## src/rtl/instr_fetch_buffer_pkg.sv

```systemverilog
// Shared types and constants for the instruction fetch buffer.
package instr_fetch_buffer_pkg;
    localparam int INSTR_W = 32;
    localparam int PC_W = 32;
    localparam logic [PC_W-1:0] PC_INC = 32'd4;

    typedef enum logic {FETCH_RUN, FETCH_DRAIN} fetch_state_t;

    function automatic logic [PC_W-1:0] align_pc(input logic [PC_W-1:0] pc);
        return pc & ~PC_W'(3);
    endfunction
endpackage

```

## src/rtl/instr_fetch_buffer_fetch_fifo.sv

```systemverilog
// Synchronous FIFO holding {pc, instr} pairs; flush wins over push and pop.
module instr_fetch_buffer_fetch_fifo #(
    parameter int DEPTH = 4,
    parameter int WIDTH = 64
) (
    input  logic                         clk,
    input  logic                         rst,
    input  logic                         flush,
    input  logic                         push,
    input  logic [WIDTH-1:0]             push_data,
    input  logic                         pop,
    output logic [WIDTH-1:0]             head,
    output logic [$clog2(DEPTH+1)-1:0]   count
);
    localparam int PW = $clog2(DEPTH);
    localparam int CW = $clog2(DEPTH+1);

    logic [WIDTH-1:0] mem [DEPTH];
    logic [PW-1:0]    wr_ptr_reg;
    logic [PW-1:0]    rd_ptr_reg;
    logic [CW-1:0]    count_reg;
    logic             push_ok;
    logic             pop_ok;

    // A full FIFO still takes a push when the head leaves in the same cycle.
    assign pop_ok  = pop && (count_reg != '0);
    assign push_ok = push && ((count_reg != CW'(DEPTH)) || pop_ok);

    always_ff @(posedge clk) begin
        if (rst || flush) begin
            wr_ptr_reg <= '0;
            rd_ptr_reg <= '0;
            count_reg  <= '0;
        end else begin
            if (push_ok) wr_ptr_reg <= wr_ptr_reg + PW'(1);
            if (pop_ok)  rd_ptr_reg <= rd_ptr_reg + PW'(1);
            count_reg <= count_reg + CW'(push_ok) - CW'(pop_ok);
        end
    end

    always_ff @(posedge clk) begin
        if (push_ok && !flush) mem[wr_ptr_reg] <= push_data;
    end

    assign head  = mem[rd_ptr_reg];
    assign count = count_reg;
endmodule

```

## src/rtl/instr_fetch_buffer.sv

```systemverilog
// Fetch address generator with credit-limited requests, in-order response
// buffering and redirect handling that discards responses from the old stream.
module instr_fetch_buffer
    import instr_fetch_buffer_pkg::*;
#(
    parameter int          DEPTH    = 4,
    parameter logic [31:0] RESET_PC = 32'h0000_0000
) (
    input  logic                         clk,
    input  logic                         rst,
    input  logic                         redirect_valid,
    input  logic [PC_W-1:0]              redirect_pc,
    output logic                         imem_req_valid,
    output logic [PC_W-1:0]              imem_req_addr,
    input  logic                         imem_req_ready,
    input  logic                         imem_rsp_valid,
    input  logic [INSTR_W-1:0]           imem_rsp_data,
    output logic                         out_valid,
    output logic [INSTR_W-1:0]           out_instr,
    output logic [PC_W-1:0]              out_pc,
    input  logic                         out_ready,
    output logic [$clog2(DEPTH+1)-1:0]   occupancy
);
    localparam int CW = $clog2(DEPTH+1);
    localparam logic [CW:0] DEPTH_W = (CW+1)'(DEPTH);

    fetch_state_t          state_reg;
    logic [PC_W-1:0]       fetch_pc_reg;
    logic [PC_W-1:0]       rsp_pc_reg;
    logic [CW-1:0]         outstanding_reg;
    logic [CW-1:0]         drop_cnt_reg;
    logic [CW-1:0]         outstanding_next;
    logic [CW-1:0]         count;
    logic                  req_fire;
    logic                  rsp_fire;
    logic                  push;
    logic                  pop;
    logic [PC_W+INSTR_W-1:0] head;

    // Every in-flight request holds a reserved buffer slot, so pushes never overflow.
    assign imem_req_valid = (state_reg == FETCH_RUN) &&
                            (({1'b0, outstanding_reg} + {1'b0, count}) < DEPTH_W);
    assign imem_req_addr  = fetch_pc_reg;

    assign req_fire = imem_req_valid && imem_req_ready;
    assign rsp_fire = imem_rsp_valid && (outstanding_reg != '0);
    assign outstanding_next = outstanding_reg + CW'(req_fire) - CW'(rsp_fire);

    assign push = rsp_fire && (state_reg == FETCH_RUN);
    assign pop  = out_valid && out_ready;

    always_ff @(posedge clk) begin
        if (rst) begin
            state_reg       <= FETCH_RUN;
            fetch_pc_reg    <= RESET_PC;
            rsp_pc_reg      <= RESET_PC;
            outstanding_reg <= '0;
            drop_cnt_reg    <= '0;
        end else if (redirect_valid) begin
            // Everything still in flight belongs to the old stream and must be dropped.
            fetch_pc_reg    <= align_pc(redirect_pc);
            rsp_pc_reg      <= align_pc(redirect_pc);
            outstanding_reg <= outstanding_next;
            drop_cnt_reg    <= outstanding_next;
            state_reg       <= (outstanding_next != '0) ? FETCH_DRAIN : FETCH_RUN;
        end else begin
            outstanding_reg <= outstanding_next;
            if (req_fire) fetch_pc_reg <= fetch_pc_reg + PC_INC;
            case (state_reg)
                FETCH_RUN: begin
                    if (rsp_fire) rsp_pc_reg <= rsp_pc_reg + PC_INC;
                end
                FETCH_DRAIN: begin
                    if (rsp_fire) begin
                        drop_cnt_reg <= drop_cnt_reg - CW'(1);
                        if (drop_cnt_reg == CW'(1)) state_reg <= FETCH_RUN;
                    end
                end
                default: state_reg <= FETCH_RUN;
            endcase
        end
    end

    instr_fetch_buffer_fetch_fifo #(
        .DEPTH (DEPTH),
        .WIDTH (PC_W + INSTR_W)
    ) u_fifo (
        .clk       (clk),
        .rst       (rst),
        .flush     (redirect_valid),
        .push      (push),
        .push_data ({rsp_pc_reg, imem_rsp_data}),
        .pop       (pop),
        .head      (head),
        .count     (count)
    );

    assign out_valid = (count != '0);
    assign out_pc    = head[PC_W+INSTR_W-1:INSTR_W];
    assign out_instr = head[INSTR_W-1:0];
    assign occupancy = count;
endmodule

```

## config.mk

```make
export PLATFORM = sky130hd
export DESIGN_NAME = instr_fetch_buffer
export DESIGN_NICKNAME = d
export VERILOG_FILES = /design/src/rtl/instr_fetch_buffer_pkg.sv /design/src/rtl/instr_fetch_buffer_fetch_fifo.sv /design/src/rtl/instr_fetch_buffer.sv
export SDC_FILE = /design/constraint.sdc
export NUM_CORES = 1
export LEC_CHECK = 0
export CAP_MARGIN = 20
export CORE_ASPECT_RATIO = 0.7
export CORE_MARGIN = 4
export CORE_UTILIZATION = 60
export DETAILED_ROUTE_END_ITERATION = 10
export PLACE_DENSITY_LB_ADDON = 0.15
export SLEW_MARGIN = 20
export SYNTH_ARGS = -nofsm -noshare
export SYNTH_HDL_FRONTEND = slang
export SYNTH_SLANG_ARGS = --single-unit
```

## constraint.sdc

```tcl
create_clock -name clk -period 8.7 [get_ports clk]
set_input_delay 1.74 -clock clk [delete_from_list [all_inputs] [get_ports clk]]
set_output_delay 1.74 -clock clk [all_outputs]
set_load 0.02 [all_outputs]
```

==> qor.yml, run 1 <==
status:
  outcome: "complete, no violations"
layout:
  antenna_cells: 0
  final_cell_mix: "248 x edfxtp_1, 163 x clkdlybuf4s50_1, 74 x dfxtp_1, 62 x mux4_2, 34 x nand2_1"
  largest_reg_flops: 248
  final_common_cell: "edfxtp_1"
  layout-drive-gt1-share_pct: 12.4
  syn2layout_area_growth_pct: 20.9
  regArea_sq_um: 8970
  nets: 1114
  multi_input_area_sq_um: 4100
  final_util_pct: 74.3
  fillers: 1392
clocking:
  root_buffer: "clkbuf_16"
  cts.hold.buffers_added: 0
  cts_resized: 0
  post_cts_buffers: 0
  clock-sinks: 324
  clk-insertion-delay-late_ps: 540
  path_clk_slew_ps: 60
  h-tree-depth: 1
  cts_max_path_buffers: 3
  numCtsBuffers: 29
  cts_tree: "yes"
power_and_ir_drop:
  p_total_mw: 3.64
  powerDensity_nw_per_um2: 225
  total_leakage_power_nw: 5.22
  ir_drop_uv: 176
hold_path:
  whs_path_depth: 2
  hold_class: "reg -> reg"
sta:
  rsz0062_at_grt: "false"
  worst_pin_slew_ps: 959
  timing.fmax_mhz: 205
  drv_slew: 0
  setup_tns_ps: 0
  finalSetupViolations: 0
  hold_viol_final: 0
  fin_crit_ps: 4880
  fin_crit_sh_pct: 56.1
  skew_ps: 12.5
  slew_headroom_pct: 36.1
  holdWs_ps: 528
die:
  core_sq_um: 21800
  die_h_microns: 133
  start_util_pct: 61.5
  dieArea_sq_um: 24800
  num_rows: 45
  die-width_microns: 187
  ios: 171
grt:
  grt_overflow: 0
  grt_pass1_wl_mm: 45.0
  antenna_found_initial: 0
  first_global_vias: 8210
  grt_max_degree: 68
  globalRouteTotalUtil_pct: 22.5
logic_synthesis:
  synth_area_sq_um: 13400
  synthTopCellsByArea: "edfxtp_1 56%, dfxtp_1 11%, mux4_2 10%, ha_1 1.3%, nand4_1 1.3%"
  synth_cells: 872
  ys_ff_latch: 324
  ys_types: 54
  ys_seq_area_share_pct: 67.0
  synth_top_area_share_pct: 55.6
  synth_top_family_by_area: "multiplexers"
  syn_area_per_cell_sq_um: 15.4
  muxShareOfSynthArea_pct: 10.6
  yosys.area.top_type: "edfxtp_1"
  synth_adder_area_share_pct: 1.61
  synth_compound_area_share_pct: 7.54
  synth-edff-count: 248
  synth_ff_type: "edfxtp_1"
  synth-simple-area-share_pct: 9.29
  async_flop_share_pct: 0
  synth_xor_xnor_area_share_pct: 1.37
  yosys_warnings: 0
setup_path:
  cp_data_required_time_ps: 6960
  path_class: "reg -> out"
  ff2ff_path_depth: 11
  critPathCaptureType: "output pin"
  cp_data_arrival_time_ps: 3140
  cp_max_fo: 41
  start_kind: "register"
placement:
  place.gp.congestion: 0.805
  hpwl_mm: 17.6
  port_buffers: 164
route:
  ant_nets: 0
  wire_per_inst_microns: 21.4
  route.detailed.drc: 0
  drt_first_pass_iters: 5
  drtIter0Drc: 820
  dr_total_vias: 8310
  vias_per_cell: 6.24
  routed_wl_mm: 28.4
run:
  drv_cap: 0
[layout make-up]
type	count	area share, %
multi-input cells	467	25.3
repair buffers	173	10.5
clock inverters	21	1.24
clock buffers	32	4.55
inverters	33	0.765
well taps	282	2.18
flip-flops and latches	324	55.4
[per-layer routing]
| metal | GRT usage, % | routed length, microns |
|---|---|---|
| met3 | 4.03 | 1960 |
| met1 | 33.6 | 12600 |
| met4 | 4.23 | 466 |
| met2 | 35.9 | 13500 |
| met5 | 0 | 0 |
[critical path: stages (launching register included)]
cell,delay (ps)
dfxtp_4,630
buf_4,710
mux4_2,650
clkdlybuf4s50_1,570
[Yosys cell counts (5+ instances only)]
cell	number
edfxtp_1	248
dfxtp_1	76
mux4_2	62
nand2_1	34
clkbuf_1	33
inv_1	32
nand4_1	27
nor2_1	25
a21oi_1	23
nand3_1	22
a31oi_1	21
nor4_1	19
nor3_1	17
or3_1	16
ha_1	14
o31ai_1	14
a211oi_1	13
and3_1	13
o21bai_1	13
o31a_1	13
or4_1	11
xor2_1	11
a21boi_0	10
nor2b_1	10
o21ai_0	10
xnor2_1	10
a311oi_1	9
and4_1	9
buf_2	9
buf_1	5
[power by group]
part | switching (mW) | internal (mW) | leakage [nW]
Sequential | 0.0727 | 1.75 | 2.89
Clock | 0.536 | 0.726 | 0.454
Combinational | 0.290 | 0.265 | 1.87
[cells by family after synthesis]
| kind of cell | after synthesis |
|---|---|
| adder cells (fa/ha/maj) | 16 |
| AO/OA/AOI/OAI | 142 |
| XOR/XNOR | 21 |
| buffers and inverters | 84 |
| other | 1 |
| multiplexers | 65 |
| flip-flops | 324 |
| AND/OR/NAND/NOR | 219 |
[worst paths after layout]
kind,to,start,slack [ps]
worst max-delay path,out_pc[21],register,3820
worst min-delay path,register,u_fifo.rd_ptr_reg[1]$_SDFFE_PP0P_,530
worst max register to register,state_reg$_SDFF_PP0_,u_fifo.count[2]$_SDFF_PP0_,5430
worst min register to register,register,u_fifo.rd_ptr_reg[1]$_SDFFE_PP0P_,530
[per-stage QoR]
step	instances	cell area, sq um	setup slack, ps
after detailed placement	1279	15300	4160
final	1332	16200	3820
after CTS	1332	16200	3700
after floorplan	875	13400	4320
after global routing	1332	16200	3550
after global placement	1279	15300	4230
No activity file was read; power rests on OpenSTA's default activity.
==> run 2, diff against run 1 <==
--- a/config.mk
+++ b/config.mk
@@ -8,7 +8,7 @@
 export CAP_MARGIN = 20
 export CORE_ASPECT_RATIO = 0.7
 export CORE_MARGIN = 4
-export CORE_UTILIZATION = 60
+export CORE_UTILIZATION = 50
 export DETAILED_ROUTE_END_ITERATION = 10
 export PLACE_DENSITY_LB_ADDON = 0.15
 export SLEW_MARGIN = 20
==> constraint.sdc (replaced) <==
create_clock -name clk -period 4.2 [get_ports clk]
set_input_delay 0.84 -clock clk [delete_from_list [all_inputs] [get_ports clk]]
set_output_delay 0.84 -clock clk [all_outputs]
set_load 0.02 [all_outputs]
==> run 2 against run 1 <==
Compared with the run above:
- power grew 110%
- critical endpoint is now out_pc[8]
- final cell count is 6.2% higher
- largest power group unchanged
- largest cell class unchanged
- non-clock buffer count rose by 4
- first-iteration DRC count shrank 31%
- core utilization is 11 points lower
- highest routed layer unchanged
==> qor.yml, run 2 (synthesis gave the netlist of run 1 again) <==
status:
  outcome: "complete, no violations"
layout:
  final_cell_mix: "248 x edfxtp_1, 163 x clkdlybuf4s50_1, 74 x dfxtp_1, 62 x mux4_2, 34 x nand2_1"
  syn2layout_area_growth_pct: 23.0
  fillers: 1978  # +42%
  layout-drive-gt1-share_pct: 12.8  # +0.39 points
  antenna_cells: 0  # unchanged
  final_util_pct: 63.4  # -11 points
  fin_cells: 1414  # +6.2%
  nets: 1119  # +0.45%
  final_area_sq_um: 16500  # +1.7%
  largest_reg_flops: 248  # unchanged
  final_common_cell: "edfxtp_1"
route:
  dr_total_vias: 8238  # -0.87%
  ant_nets: 0  # unchanged
  drtIter0Drc: 566  # -31%
  routed_wl_mm: 29.3  # +3.0%
  vias_per_cell: 5.83  # -6.6%
  wire_per_inst_microns: 20.7  # -3.0%
  drt_first_pass_iters: 4  # -1
  route.detailed.drc: 0  # unchanged
sta:
  setup_tns_ps: 0  # unchanged
  hold_viol_final: 0  # unchanged
  fin_crit_sh_pct: 83.2
  holdWs_ps: 538  # +9.90 ps
  drv_slew: 0  # unchanged
  slew_headroom_pct: 49.6  # +14 points
  fin_ws_ps: 705  # -3120 ps
  worst_pin_slew_ps: 750  # -209 ps
  timing.fmax_mhz: 286
  fin_crit_ps: 3490
  finalSetupViolations: 0  # unchanged
  rsz0062_at_grt: "false"
  skew_ps: 9.67  # -2.84 ps
grt:
  globalRouteTotalUtil_pct: 19.5  # -3.0 points
  grt_overflow: 0  # unchanged
  first_global_vias: 8042  # -2.0%
  grt_pass1_wl_mm: 46.2  # +2.6%
  grt_max_degree: 63  # -7.4%
  antenna_found_initial: 1  # +1
power_and_ir_drop:
  total_leakage_power_nw: 5.29  # +1.4%
  ir_drop_uv: 307  # +75%
  p_total_mw: 7.72  # +110%
  powerDensity_nw_per_um2: 469  # +110%
die:
  num_rows: 49  # +8.9%
  dieArea_sq_um: 29500  # +19%
  die-width_microns: 204  # +9.1%
  core_sq_um: 26000  # +19%
  ios: 171  # unchanged
  start_util_pct: 51.5  # -9.9 points
  die_h_microns: 145  # +9.0%
setup_path:
  rr_startpoint: "u_fifo.count[1]$_SDFF_PP0_"
  cp_max_fo: 18  # -56%
  ff2ff_path_depth: 11  # unchanged
  regToRegEndpoint: "state_reg$_SDFF_PP0_"
  start_kind: "register"
  cp_data_arrival_time_ps: 2650  # -490 ps
  critPathCaptureType: "output pin"
  cp_data_required_time_ps: 3360  # -3600 ps
  path_class: "reg -> out"
  reg2reg_slack_ps: 1100  # -4330 ps
hold_path:
  holdPathEnd: "imem_req_addr[18]$_SDFFE_PP0P_"
  hold_class: "reg -> reg"
  min-delay-start: "imem_req_addr[18]$_SDFFE_PP0P_"
  whs_path_depth: 2  # unchanged
clocking:
  cts_tree: "yes"
  cts.hold.buffers_added: 0  # unchanged
  path_clk_slew_ps: 60  # about the same
  numCtsBuffers: 30  # +3.4%
  clock-sinks: 324  # unchanged
  root_buffer: "clkbuf_16"
  cts_max_path_buffers: 3  # unchanged
  clk-insertion-delay-late_ps: 540  # about the same
  h-tree-depth: 1  # unchanged
  post_cts_buffers: 0  # unchanged
  cts_resized: 0  # unchanged
placement:
  place.gp.congestion: 0.826  # +2.5%
  placed_cells: 1358  # +6.2%
  port_buffers: 164  # unchanged
  placed_cell_area_sq_um: 15500  # +1.3%
  dp_worst_setup_slack_ps: 804  # -3360 ps
  hpwl_mm: 18.8  # +6.9%
run:
  drv_cap: 0  # unchanged
-- run 2: cell types whose count changed in the layout (fill, tap and decap cells not counted), sizes merged --
| cell | change |
|---|---|
| buf | +4 |
| clkbuf | +13 |
| clkinv | -9 |
| clkinvlp | -1 |
-- run 2: final cells by class --
type                    instances  area, sq um  share of cell area (%)
clock buffers                  45          858                    5.21
clock inverters                11          158                   0.957
inverters                      33          124                   0.752
multi-input cells             467         4100                    24.9
flip-flops and latches        324         8970                    54.5
well taps                     357          447                    2.71
repair buffers                177         1810                    11.0
-- run 2: worst max-delay path: stages (launching register included) --
cell and delay, ps:
dfxtp_4 590, buf_4 390, mux4_2 570, clkdlybuf4s50_1 560
-- run 2: routing by layer --
metal  up-vias  GRT usage [%]  part of all wire (%)
li1       3832              -                     -
met1      4102           30.1                    46
met2       266           29.7                    46
met3        38           3.26                   6.1
met4         0           3.67                   1.6
met5         -              0                     0
-- run 2: power breakdown --
group          internal (mW)  total, mW  switching, mW
registers               3.63       3.77          0.149
logic                  0.568       1.17          0.605
clock network           1.65       2.77           1.12
-- run 2: worst max path at each step --
stage	slack, ps	end	startpoint	depth (start not counted)
global route	520	imem_req_valid	u_fifo.count[1]$_SDFF_PP0_	5
CTS	610	out_pc[4]	register	3
global placement	860	state_reg$_SDFF_PP0_	imem_req_ready	10
finish	710	out_pc[8]	register	3
detailed placement	800	state_reg$_SDFF_PP0_	imem_req_ready	10
floorplan	720	u_fifo.mem[1][0]$_DFFE_PP_	imem_rsp_valid	3
